$ cat config.mk
export PLATFORM = sky130hd
export DESIGN_NAME = muldiv_unit
export DESIGN_NICKNAME = d
export VERILOG_FILES = /design/src/rtl/muldiv_unit.sv
export SDC_FILE = /design/constraint.sdc
export NUM_CORES = 1
export LEC_CHECK = 0
export BUFFER_PORTS_ARGS = -buffer_cell sky130_fd_sc_hd__buf_2
export CAP_MARGIN = 20
export CORE_MARGIN = 4
export CORE_UTILIZATION = 55
export DETAILED_ROUTE_END_ITERATION = 10
export GPL_TIMING_DRIVEN = 0
export HOLD_SLACK_MARGIN = 0.05
export PLACE_DENSITY = 0.83
export SETUP_SLACK_MARGIN = 0.5
export SLEW_MARGIN = 20
export SYNTH_ARGS = -nofsm -noshare
export SYNTH_HDL_FRONTEND = slang
export SYNTH_SLANG_ARGS = --single-unit
$ cat constraint.sdc
create_clock -name clk -period 6.65 [get_ports clk]
set_input_delay 0.3325 -clock clk [delete_from_list [all_inputs] [get_ports clk]]
set_output_delay 0.3325 -clock clk [all_outputs]
set_load 0.01 [all_outputs]
$ cat src/rtl/muldiv_unit.sv
// muldiv_unit: iterative 32-bit unsigned multiply / divide unit.
// MUL/MULHU use a shift-add multiplier and DIVU/REMU use a restoring divider.
// Both share one 64-bit {hi, lo} working register, and each op takes 32 steps.
// When the op finishes, its result goes out on a one-cycle register-file write port.
module muldiv_unit (
    input  logic        clk,
    input  logic        rst,
    input  logic        start,
    input  logic [1:0]  op,
    input  logic [31:0] rs1_val,
    input  logic [31:0] rs2_val,
    input  logic [4:0]  dest_addr,
    output logic        busy,
    output logic        reg_write,
    output logic [4:0]  rd_addr,
    output logic [31:0] rd_data
);

    typedef enum logic [1:0] {S_IDLE, S_BUSY, S_DONE} state_t;

    state_t      r_state, w_state_nxt;
    logic [5:0]  r_cnt;
    logic [1:0]  r_op;
    logic [31:0] r_a, r_b;
    logic [4:0]  r_dest;
    logic [31:0] r_hi, r_lo;
    logic        r_reg_write;
    logic [4:0]  r_rd_addr;
    logic [31:0] r_rd_data;

    logic        w_last;
    logic [32:0] w_madd;
    logic [31:0] w_mul_hi, w_mul_lo;
    logic [32:0] w_rem_sh;
    logic        w_dok;
    logic [31:0] w_dsub;
    logic [31:0] w_div_hi, w_div_lo;
    logic [31:0] w_hi_nxt, w_lo_nxt;
    logic [31:0] w_result;

    // The counter is cleared on accept, so a value of 31 marks the edge that completes step 32.
    assign w_last = (r_cnt == 6'd31);

    // Multiply step: {hi, lo} starts as {0, B}.
    // Add A into hi when lo[0] is set, then shift the 65-bit {carry, hi, lo} right by one.
    assign w_madd   = {1'b0, r_hi} + (r_lo[0] ? {1'b0, r_a} : 33'd0);
    assign w_mul_hi = w_madd[32:1];
    assign w_mul_lo = {w_madd[0], r_lo[31:1]};

    // Divide step: hi holds the partial remainder and lo shifts the dividend out / the quotient in.
    // When the divisor is zero the trial subtract always succeeds.
    // The quotient then fills with ones and the remainder ends up equal to the dividend.
    // The difference is below 2^32 whenever it is kept, so 32-bit wrap arithmetic is exact.
    assign w_rem_sh = {r_hi, r_lo[31]};
    assign w_dok    = (w_rem_sh >= {1'b0, r_b});
    assign w_dsub   = w_rem_sh[31:0] - r_b;
    assign w_div_hi = w_dok ? w_dsub : w_rem_sh[31:0];
    assign w_div_lo = {r_lo[30:0], w_dok};

    assign w_hi_nxt = r_op[1] ? w_div_hi : w_mul_hi;
    assign w_lo_nxt = r_op[1] ? w_div_lo : w_mul_lo;
    // MULHU and REMU take the high half, while MUL and DIVU take the low half.
    assign w_result = r_op[0] ? w_hi_nxt : w_lo_nxt;

    // State register.
    always_ff @(posedge clk) begin
        if (rst) r_state <= S_IDLE;
        else     r_state <= w_state_nxt;
    end

    // Next-state logic: accept only in IDLE, leave BUSY after 32 steps, DONE lasts one cycle.
    always_comb begin
        w_state_nxt = r_state;
        case (r_state)
            S_IDLE:  if (start) w_state_nxt = S_BUSY;
            S_BUSY:  if (w_last) w_state_nxt = S_DONE;
            S_DONE:  w_state_nxt = S_IDLE;
            default: w_state_nxt = S_IDLE;
        endcase
    end

    // Operand latch, iteration datapath and registered write port.
    // The write-port registers clear on every edge except the one that enters DONE.
    always_ff @(posedge clk) begin
        if (rst) begin
            r_cnt       <= '0;
            r_op        <= '0;
            r_a         <= '0;
            r_b         <= '0;
            r_dest      <= '0;
            r_hi        <= '0;
            r_lo        <= '0;
            r_reg_write <= 1'b0;
            r_rd_addr   <= '0;
            r_rd_data   <= '0;
        end else begin
            r_reg_write <= 1'b0;
            r_rd_addr   <= '0;
            r_rd_data   <= '0;
            case (r_state)
                S_IDLE: begin
                    if (start) begin
                        r_op   <= op;
                        r_a    <= rs1_val;
                        r_b    <= rs2_val;
                        r_dest <= dest_addr;
                        r_cnt  <= '0;
                        r_hi   <= '0;
                        r_lo   <= op[1] ? rs1_val : rs2_val;
                    end
                end
                S_BUSY: begin
                    r_hi  <= w_hi_nxt;
                    r_lo  <= w_lo_nxt;
                    r_cnt <= r_cnt + 6'd1;
                    if (w_last) begin
                        r_reg_write <= (r_dest != 5'd0);
                        r_rd_addr   <= r_dest;
                        r_rd_data   <= w_result;
                    end
                end
                default: ;
            endcase
        end
    end

    assign busy      = (r_state != S_IDLE);
    assign reg_write = r_reg_write;
    assign rd_addr   = r_rd_addr;
    assign rd_data   = r_rd_data;

endmodule

### After elaboration in Yosys (flattened, before gate mapping)

Cells that the tools add are included.

* equality and inequality tests: 4
* mux-type cells: 15
* shift operators: 0
* add/sub/neg operators: 3
* bitwise operators: 2
* magnitude comparators: 1
* reduce and logical (&&, ||, !) cells: 8
* divide/modulo/power cells: 0
* multiply operators: 0

Operators with widths (number)
* 32-bit 2-to-1 mux: 8
* 32-bit one-hot mux with 2 select lines: 2
* 32-bit by 32-bit adder with 33-bit output: 1
* 33-bit by 32-bit >= comparator with 1-bit output: 1
* 32-bit subtractor: 1
* 6-bit one-hot mux with 2 select lines: 1
* 6-bit by 1-bit adder with 6-bit output, second input constant: 1
* 6-bit by 5-bit == test with 1-bit output, second input constant: 1
* 6-bit 2-to-1 mux: 1
* 2-bit AND reduction: 3
* 5-bit nonzero test: 1
* 2-bit 2-to-1 mux: 2
* 2-bit != test, second input constant: 2
* 2-bit one-hot mux with 2 select lines: 1
* 2-bit nonzero test: 2
* 3-bit OR reduction: 1
* 2-bit by 1-bit == test with 1-bit output, second input constant: 1
* 2-bit zero test: 1
* 1-bit NOT: 2

* bits in read-only memories: 0
* word-level logic and storage cells: 44
* register bits after elaboration: 181
* bits of input ports: 74
* memories kept: 0
* output and inout bits: 39
* latch bits: 0
* bits in writable memories: 0

### Longest topological paths before layout

* word-level depth: 4
* mapped depth: 15
* mapped depth without buffers: 14

### Worst setup path before layout

OpenSTA, ideal clock, no wires.

* kind: register -> register
* from: register r_lo[0]
* to: register r_rd_data[29] (netlist: rd_data[29])
* clock period less this slack: 3370 ps
* arrival: 3253 ps
* setup time: 116 ps
* required time: 6534 ps
* path slack: 3280 ps
* path buffers: 1
* cell stages (with the launch flop): 16
* cell sequence: dfxtp_1 > clkbuf_1 > and2_1 > ha_1 > inv_1 > fa_1 > nand2b_1 > a21o_1 > a21oi_1 > o2111ai_1 > a211oi_1 > a31oi_1 > o21ai_0 > mux2i_1 > o311ai_0 > o211a_1

* longest elaborated chain between the ends: 4

Ends and longest elaborated chain
* start, declared: line 26 `logic [31:0] r_hi, r_lo;`
* start signal, assigned: line 109 `r_lo <= op[1] ? rs1_val : rs2_val;`
* start signal, assigned: line 114 `r_lo <= w_lo_nxt;`
* 32-bit 2-to-1 mux: line 46 `assign w_madd = {1'b0, r_hi} + (r_lo[0] ? {1'b0, r_a} : 33'd0);`
* 32-bit by 32-bit adder with 33-bit output: line 46
* 32-bit 2-to-1 mux: line 60 `assign w_hi_nxt = r_op[1] ? w_div_hi : w_mul_hi;`
* 32-bit 2-to-1 mux: line 63 `assign w_result = r_op[0] ? w_hi_nxt : w_lo_nxt;`
* end signal, assigned: line 119 `r_rd_data <= w_result;`
* end, declared: line 29 `logic [31:0] r_rd_data;`

Every way passes these cells.
A chain may end at the register's enable or synchronous reset.

### Worst setup path after layout

* from: register r_lo[0]
* to: register r_hi[31]

* longest elaborated chain between the ends: 4

Ends and longest elaborated chain
* 32-bit 2-to-1 mux: line 46
* 32-bit by 32-bit adder with 33-bit output: line 46
* 32-bit 2-to-1 mux: line 60
* 32-bit one-hot mux with 2 select lines: line 100 `case (r_state)`
* end signal, assigned: line 113 `r_hi <= w_hi_nxt;`
* end, declared: line 26

Every way passes these cells.

==> out/metrics.yaml <==
synth:
  asyncSetResetFlopFracSynth_pct: 0
  synth-warning-count: 0
  synth_top_family_by_area: "compound AO/OA/AOI/OAI gates"
  post_synthesis_share_of_cell_area_spent_on_full_adders_half_adders_and_majority_gates_pct: 7.58
  synth_cell_type_count: 69
  synth_enable_flop_cells: 0
  syn-cell-area_sq_um: 11300
  sequential_element_share_of_the_synthesized_area_pct: 32.2
  number_of_synthesized_register_bits: 181
  synth_flop_cell: "dfxtp_1"
  synth.avg_cell_area_sq_um: 7.90
  synthesis.instances: 1425
  post_synthesis_compound_gate_area_fraction_pct: 24.8
  synth_xor_area_share_pct: 4.20
  synthesis.nets: 1566
  yosys-mux-area-fraction_pct: 8.66
  fraction_of_the_mapped_netlist_area_in_simple_logic_gates_pct: 17.5
floorplanning:
  die_height_um: 151
  die-width_um: 151
  ioPinCount: 113
  die-area_sq_um: 22800
  std_cell_rows: 52
  design.core.area_sq_um: 20200
  initial_core_util_pct: 55.8
cells_and_area:
  drive_above_1_share_pct: 10.5
  syn_to_final_growth_pct: 13.3
  num-nets-final: 1696
  antenna_cells_inserted: 0
  design_area_sq_um: 12800
setup_path:
  critPathLaunchType: "flip-flop"
  worstPathArrival_ns: 5.34
  timing_worst_setup_path_type: "reg -> reg"
  biggest_fanout_along_the_worst_timing_path: 10
  setup.worst_path.end_class: "flip-flop"
  worst-endpoint-required_ns: 7.03
drt:
  drt-pass1-iter-count: 6
  routed_wire_length_per_instance_um: 21.6
  wl_mm: 39.8
  antenna_violating_nets_post_route: 0
  detail_route.drc_violations: 0
  detail_route.iter0.violations: 1466
  dr_total_vias: 11500
  routed_vias_inst: 6.26
clocking:
  h-tree-depth: 4
  post_cts_buffers: 0
  cts.repair.resized: 0
  hold_buffers: 0
  clockBufferDepth: 2
  cts_tree: "yes"
  clkSinkCount: 181
  worst_skew_late_latency_ns: 0.44
  cts-buffers-inserted: 17
  clkSlewWorstSetupHoldPaths_ns: 0.07
  clock_tree.root_cell: "clkbuf_16"
global_routing:
  grt_use_total_pct: 34.6
  via_count_of_the_first_global_routing_pass: 10900
  antenna_found_initial: 0
  grt_pass1_wl_mm: 60.2
  use_met1_pct: 45.4
  grtUsageMet2_pct: 51.9
  gr-max-usage-layer: "met2"
  grt.met3_usage_pct: 10.6
  largest_net_degree_at_the_start_of_global_routing: 21
  grt_remaining_overflow: 0
power_and_ir_drop:
  switchingPower_mw: 0.995
  pwr_density_cell_nw_per_um2: 226
  power.ir.vdd_worst_mv: 0.181
  intPower_mw: 1.89
  power.sequential.fraction_pct: 40.7
  clock_power_share_pct: 35.5
  power.switching_fraction_pct: 34.5
  leakage_nw: 5.73
  comb_pwr_share_pct: 23.9
timing:
  fin_crit_sh_pct: 74.6
  fin_tns_setup_ns: 0
  timing.final.crit_period_ns: 4.96
  post-route-worst-setup-slack_ns: 1.69
  fmax_ghz: 0.202
  report.final.setup_viol: 0
  rsz_0062_raised_after_global_routing: "false"
  fin_worst_skew_ns: 0.00901
  hold_fails_final_rpt: 0
  worst_pin_slew_ns: 1.00
  maxSlewHeadroom_pct: 32.5
  final-max-slew-violation-count: 0
min_path:
  hp_class: "in -> reg"
placement:
  hpwlAfterDp_mm: 31.1
  place_ws_ns: 1.98
  placedInstanceArea_sq_um: 12200
  numPortBuffers: 111
  routabilityCongestion: 1.03
run:
  drv_cap: 0
run_status:
  outcome: "finished, final reports clean"
synth_stat cells, types with 3 or more instances:
cell	n	area (sq um)
o21a_1	16	120
buf_6	4	45.0
nand2_1	219	822
nand4_1	8	50.1
a21boi_0	4	30.0
a221oi_1	6	52.6
a211oi_1	25	188
nor4_1	3	18.8
nor3_1	10	50.1
nor2b_1	6	37.5
and4_1	3	26.3
nor2_1	94	353
mux2i_1	88	881
a221o_1	4	40.0
a31oi_1	7	43.8
o211a_1	14	140
and3_1	7	43.8
buf_1	4	15.0
ha_1	65	813
a21oi_1	188	941
xor2_1	23	201
dfxtp_1	181	3620
and2_1	50	313
o21ai_0	55	275
o211ai_1	6	45.0
o21ai_1	7	35.0
a22o_1	19	166
o21bai_1	7	52.6
clkbuf_1	78	293
o22ai_1	16	100
a21o_1	29	218
nand2b_1	8	50.1
nand3_1	21	105
or3_1	5	31.3
a22oi_1	13	97.6
or2_2	4	25.0
mux2_2	5	56.3
inv_1	55	206
xnor2_1	31	272
sequential cells by signal, summed over array words and instances (netlist names):
name and cells:
r_b 32, rd_data 32, r_cnt 6, reg_write 1
r_op 2, r_a 32, r_hi 32, rd_addr 5
r_lo 32, r_dest 5, r_state 2
worst max-delay path, stage by stage (launching register included):
cell	delay, ns
dfxtp_1	0.53
clkbuf_1	0.36
and2_1	0.21
ha_1	0.24
inv_1	0.07
fa_1	0.39
nand2b_1	0.21
a21o_1	0.22
a21oi_1	0.24
o2111ai_1	0.21
a211oi_1	0.55
a21boi_0	0.28
nor4_1	0.41
nor4_1	0.09
nor3_1	0.62
a22o_1	0.24
worst paths after layout:
| path | from | endpoint | cells after the start | slack [ns] |
|---|---|---|---|---|
| worst max register to register | r_lo[0] | r_hi[31] | 15 | 1.69 |
| worst min register to register | r_a[10] | r_a[10] | 2 | 0.45 |
| worst max-delay path | r_lo[0] | r_hi[31] | 15 | 1.69 |
| worst min-delay path | dest_addr[2] | r_dest[2] | 3 | 0.13 |
power by group through the flow:
| stage | combinational, mW | sequential [mW] | clock (mW) |
|---|---|---|---|
| after global routing | 0.734 | 1.18 | 1.07 |
| after global placement | 0.650 | 1.19 | 0 |
| after floorplan | 0.460 | 1.18 | 0 |
| after detailed placement | 0.656 | 1.20 | 0 |
| final | 0.689 | 1.17 | 1.02 |
| after CTS | 0.663 | 1.17 | 1.02 |
final cells by class:
cell class	instances	area (sq um)
multi-input combinational	1102	7070
buffer	87	358
fill	1772	7410
clock inverter	15	181
tap	270	338
timing repair buffer	111	556
sequential	181	3620
clock buffer	17	425
inverter	55	206
metal layers:
layer,routed length (um),share of wire (%),vias up
met5,0,0,-
met4,2080,5.2,0
met3,4900,12,150
met2,16800,42,757
met1,16000,40,5287
li1,-,-,5308
per-stage QoR:
stage               hold WS [ns]  instances  power, mW  util, %
floorplan                  0.432       1425       1.64        -
global placement           0.438       1806       1.84     60.3
detailed placement         0.444       1806       1.85     60.3
CTS                        0.120       1838       2.86     63.3
global route               0.128       1838       2.98     63.3
finish                     0.125       1838       2.89     63.3
placed cells by master (no fill, tap or decap), types with 7 or more instances in the layout:
| cell type | count |
|---|---|
| a211oi_1 | 25 |
| a21o_1 | 29 |
| a21oi_1 | 188 |
| a22o_1 | 19 |
| a22oi_1 | 13 |
| a31oi_1 | 7 |
| and2_1 | 50 |
| and3_1 | 7 |
| buf_2 | 111 |
| clkbuf_1 | 78 |
| clkbuf_16 | 17 |
| dfxtp_1 | 181 |
| ha_1 | 65 |
| inv_1 | 55 |
| mux2i_1 | 88 |
| nand2_1 | 219 |
| nand2b_1 | 8 |
| nand3_1 | 21 |
| nand4_1 | 8 |
| nor2_1 | 94 |
| nor3_1 | 10 |
| o211a_1 | 14 |
| o21a_1 | 16 |
| o21ai_0 | 55 |
| o21ai_1 | 7 |
| o21bai_1 | 7 |
| o22ai_1 | 16 |
| xnor2_1 | 31 |
| xor2_1 | 23 |
cell families after synthesis:
logic type               count (synthesis)
flip-flops                             181
XOR/XNOR                                54
adder cells (fa/ha/maj)                 67
buffers and inverters                  142
AND/OR/NAND/NOR                        444
AO/OA/AOI/OAI                          441
multiplexers                            96
Power figures use the tool's default switching activity.
